===== src/rtl/led_display.sv =====
// Four-digit multiplexed 7-segment driver for the selected 6502 bus/register value.
// The value is captured once per frame so that a refresh never mixes two values.
module led_display #(
  parameter int unsigned PRESCALE = 50000,
  parameter int unsigned BLANK    = 64
) (
  input  logic        clk,
  input  logic        rst,
  input  logic [1:0]  ledsel,
  input  logic [15:0] addr,
  input  logic [7:0]  data,
  input  logic [7:0]  rega,
  input  logic [7:0]  regp,
  output logic [3:0]  an,
  output logic [6:0]  seg,
  output logic        dp
);

  localparam int unsigned CW = (PRESCALE > 2) ? $clog2(PRESCALE) : 1;

  logic [CW-1:0] cnt_q,   cnt_d;
  logic [1:0]    digit_q, digit_d;
  logic [15:0]   snap_q,  snap_d;
  logic [1:0]    sel_q,   sel_d;
  logic          armed_q, armed_d;
  logic [3:0]    an_q,    an_d;
  logic [6:0]    seg_q,   seg_d;
  logic          dp_q,    dp_d;

  logic          tick;
  logic          blank;
  logic          show;
  logic [15:0]   src;
  logic [3:0]    nib;

  function automatic logic [6:0] hex7(input logic [3:0] n);
    case (n)
      4'h0: hex7 = 7'h40;
      4'h1: hex7 = 7'h79;
      4'h2: hex7 = 7'h24;
      4'h3: hex7 = 7'h30;
      4'h4: hex7 = 7'h19;
      4'h5: hex7 = 7'h12;
      4'h6: hex7 = 7'h02;
      4'h7: hex7 = 7'h78;
      4'h8: hex7 = 7'h00;
      4'h9: hex7 = 7'h10;
      4'hA: hex7 = 7'h08;
      4'hB: hex7 = 7'h03;
      4'hC: hex7 = 7'h46;
      4'hD: hex7 = 7'h21;
      4'hE: hex7 = 7'h06;
      default: hex7 = 7'h0E;
    endcase
  endfunction

  // Next-state scan/snapshot logic; outputs are decoded from next-state values
  always_comb begin
    cnt_d   = cnt_q + CW'(1);
    digit_d = digit_q;
    snap_d  = snap_q;
    sel_d   = sel_q;
    armed_d = armed_q;

    case (ledsel)
      2'd0:    src = addr;
      2'd1:    src = {8'h00, data};
      2'd2:    src = {8'h00, rega};
      default: src = {8'h00, regp};
    endcase

    tick = (cnt_q == CW'(PRESCALE - 1));
    if (tick) begin
      cnt_d   = '0;
      digit_d = digit_q + 2'd1;
      armed_d = 1'b1;
      if (digit_q == 2'd3) begin
        snap_d = src;
        sel_d  = ledsel;
      end
    end

    // armed keeps the display dark until the first frame has been captured
    blank = (32'(cnt_d) < BLANK);
    show  = armed_d && !blank && !((sel_d != 2'd0) && digit_d[1]);
    nib   = snap_d[{digit_d, 2'b00} +: 4];

    an_d  = show ? ~(4'b0001 << digit_d) : 4'hF;
    seg_d = show ? hex7(nib) : 7'h7F;
    dp_d  = !(show && (digit_d == sel_d));
  end

  always_ff @(posedge clk or posedge rst) begin
    if (rst) begin
      cnt_q   <= '0;
      digit_q <= 2'd3;
      snap_q  <= 16'h0000;
      sel_q   <= 2'd0;
      armed_q <= 1'b0;
      an_q    <= 4'hF;
      seg_q   <= 7'h7F;
      dp_q    <= 1'b1;
    end else begin
      cnt_q   <= cnt_d;
      digit_q <= digit_d;
      snap_q  <= snap_d;
      sel_q   <= sel_d;
      armed_q <= armed_d;
      an_q    <= an_d;
      seg_q   <= seg_d;
      dp_q    <= dp_d;
    end
  end

  assign an  = an_q;
  assign seg = seg_q;
  assign dp  = dp_q;

endmodule


===== config.mk =====
export PLATFORM = sky130hd
export DESIGN_NAME = led_display
export DESIGN_NICKNAME = d
export VERILOG_FILES = /design/src/rtl/led_display.sv
export SDC_FILE = /design/constraint.sdc
export NUM_CORES = 1
export LEC_CHECK = 0
export ABC_AREA = 1
export CORE_ASPECT_RATIO = 1.25
export CORE_MARGIN = 10
export CORE_UTILIZATION = 30
export CTS_CLUSTER_DIAMETER = 50
export DETAILED_ROUTE_END_ITERATION = 8
export PLACE_DENSITY = 0.56
export SLEW_MARGIN = 20
export SYNTH_ARGS = -nofsm -noshare
export SYNTH_HDL_FRONTEND = slang
export SYNTH_SLANG_ARGS = --single-unit

===== constraint.sdc =====
create_clock -name clk -period 2.6 [get_ports clk]
set_clock_uncertainty 0.2 [all_clocks]
set_input_delay 0.78 -clock clk [delete_from_list [all_inputs] [get_ports clk]]
set_output_delay 0.78 -clock clk [all_outputs]
set_load 0.02 [all_outputs]

==> qor.yml <==
setup_path:
  cp.arrival_ns: 2.46
  crit_type: "in -> reg"
  cp-end-kind: "flip-flop"
  start_kind: "input port"
  cp.required_ns: 2.62
  crit_fanout: 3
global_route:
  grt_overflow: 0
  grt_pass1_vias: 3011
  grt_antenna_before_repair: 0
  grt_usage: 0.120
  grt_max_degree: 36
  grt_pass1_wl_mm: 14.0
clocking:
  cts-root-buf: "clkbuf_16"
  clk_latency_ns: 0.29
  clockBufferDepth: 2
  cts_made_buffers: 5
  clock_sinks: 49
  cts_max_level: 2
  cts_tree: "built"
  path_clk_slew_ns: 0.07
sta:
  period_minus_slack_ns: 2.44
  setup_viol: 0
  slew_violations: 0
  fmax_mhz: 410
  fin_crit_sh: 0.938
  worst_slew_pin_slew_ns: 0.332
  hold_viol: 0
  hold_slack_ns: 0.259
  relSlewSlack: 0.778
  layout_setup_ws_ns: 0.162
synth:
  synth_fp_nets: 469
  synth_top_area_share: 0.290
  avgSynthCellArea_um2: 7.20
  syn_inst: 419
  synth_edf_count: 0
  ys_warn_count: 0
  synth_common_cells: "nand2_1 (165), nand3_1 (52), inv_1 (40)"
  netlist_area_um2: 3020
  synth_cell_types: 27
  yosys-top-cells-area: "dfrtp_1 (29%), nand2_1 (21%), dfstp_2 (12%)"
  synth.most_common_cell: "nand2_1"
  ys_ff_latch: 49
  async_flop_share: 1.00
  yosysTopAreaCell: "dfrtp_1"
  synth_ff_type: "dfrtp_1"
  ys_seq_area_frac: 0.412
hold_path:
  min_path_type: "reg -> reg"
power_and_ir_drop:
  vdd_drop_max_mv: 0.213
  p_per_area_nw_per_um2: 361
  leakagePower_nw: 1.98
  p_total_mw: 1.54
place:
  dp.cells: 634
  io_buffers: 55
  dp_hpwl_mm: 6.77
  gp_congestion: 0.863
  dp_slack_ns: -0.563
run:
  maxCapViolations: 0
routing:
  drt-pass1-iter-count: 4
  drt-total-wl_mm: 8.44
  drt-initial-drc-count: 104
  vias_per_cell: 4.51
  wl_per_cell_um: 13.0
  drc: 0
  vias: 2932
  antenna_left: 0
layout:
  drive_above_1_share: 0.237
  diodes: 0
  syn_to_final_growth_pct: 41.4
  fin_cells: 650
  fin_nets: 573
die:
  fp.dieH_um: 132
  io-pin-count: 56
  start_util: 0.311
  die_area_um2: 14500
  chipWidth_um: 110
  design.core.area_um2: 9710
  rows: 40
run_status:
  status: "finished clean"
==> routing by layer <==
layer	GRT usage	wire length, um	vias to the layer above
li1	-	-	1523
met1	0.133	3380	1359
met2	0.221	4760	39
met3	0.0210	185	11
met4	0.0370	116	0
met5	0	0	-
==> kinds of logic (layout without fill, tap and decap cells) <==
logic type,after synthesis,after routing,synth area share
flip-flops,49,49,0.412
XOR/XNOR,4,4,0.0116
buffers and inverters,53,158,0.0755
AO/OA/AOI/OAI,21,21,0.0349
AND/OR/NAND/NOR,286,286,0.441
adder cells (fa/ha/maj),6,6,0.0249
==> final cells by class <==
class	instances	area (um^2)
well taps	126	158
inverters	48	184
clock inverters	1	7.51
repair buffers	102	918
multi-input cells	317	1620
clock buffers	7	133
flip-flops and latches	49	1250
fillers	1017	5450
==> power by group <==
part	leakage, nW	total, mW	switching, mW	internal (mW)
clock network	0.0641	0.642	0.284	0.358
registers	0.524	0.763	0	0.763
logic	1.39	0.133	0.0517	0.0817
==> final timing paths <==
path / startpoint / to / slack (ns) / depth (start not counted)
worst max-delay path: data[0] / seg[6] / 0.16 / 12
worst min-delay path: armed_q / armed_q / 0.26 / 1
worst max register to register: cnt_q[0] / seg[6] / 0.18 / 15
worst min register to register: armed_q / armed_q / 0.26 / 1
max in group asynchronous: rst / digit_q[1] / 1.08 / 3
min in group asynchronous: rst / snap_q[15] / 0.57 / 2
==> metrics by stage <==
stage	TNS, ns	util	cell area (um^2)
4_1_cts	0	0.428	4150
5_1_grt	-0.0307	0.439	4260
3_3_place_gp	-3.26	0.412	4000
2_1_floorplan	0	-	3020
3_5_place_dp	-3.61	0.412	4000
6_report	0	0.439	4260
==> registers in the layout (all words and copies together), names as in the netlist <==
register  cells
cnt_q        16
digit_q       2
snap_q       16
dp            1
sel_q         2
seg           7
armed_q       1
an            4
==> worst max-delay path, cell delays in order <==
cell             delay [ns]
clkdlybuf4s50_1        0.41
o21ai_1                0.12
nand3_1                0.10
o21ai_2                0.09
o21ai_1                0.11
nand2_1                0.08
nand4_1                0.21
ha_2                   0.27
nand2_1                0.10
nand2_1                0.07
nand2_1                0.06
nand3_1                0.06
==> layout by cell type (no fill, tap or decap), types with 12 or more instances in the layout <==
cell type,count
nor2_1,19
nand2_2,12
nand3_1,51
clkdlybuf4s50_1,53
buf_4,45
dfstp_2,14
inv_1,39
dfrtp_1,33
nand2_1,165
==> what timing repair did <==
action / CTS / global route
hold buffers: 0 / 0
pin swaps: 1 / 8
endpoints found under the hold margin: 0 / 0
buffers inserted: 1 / 7
endpoints found under the setup margin: 7 / 7
gates cloned: 0 / 0
resized for setup: 5 / 21
Power figures use the tool's default switching activity.
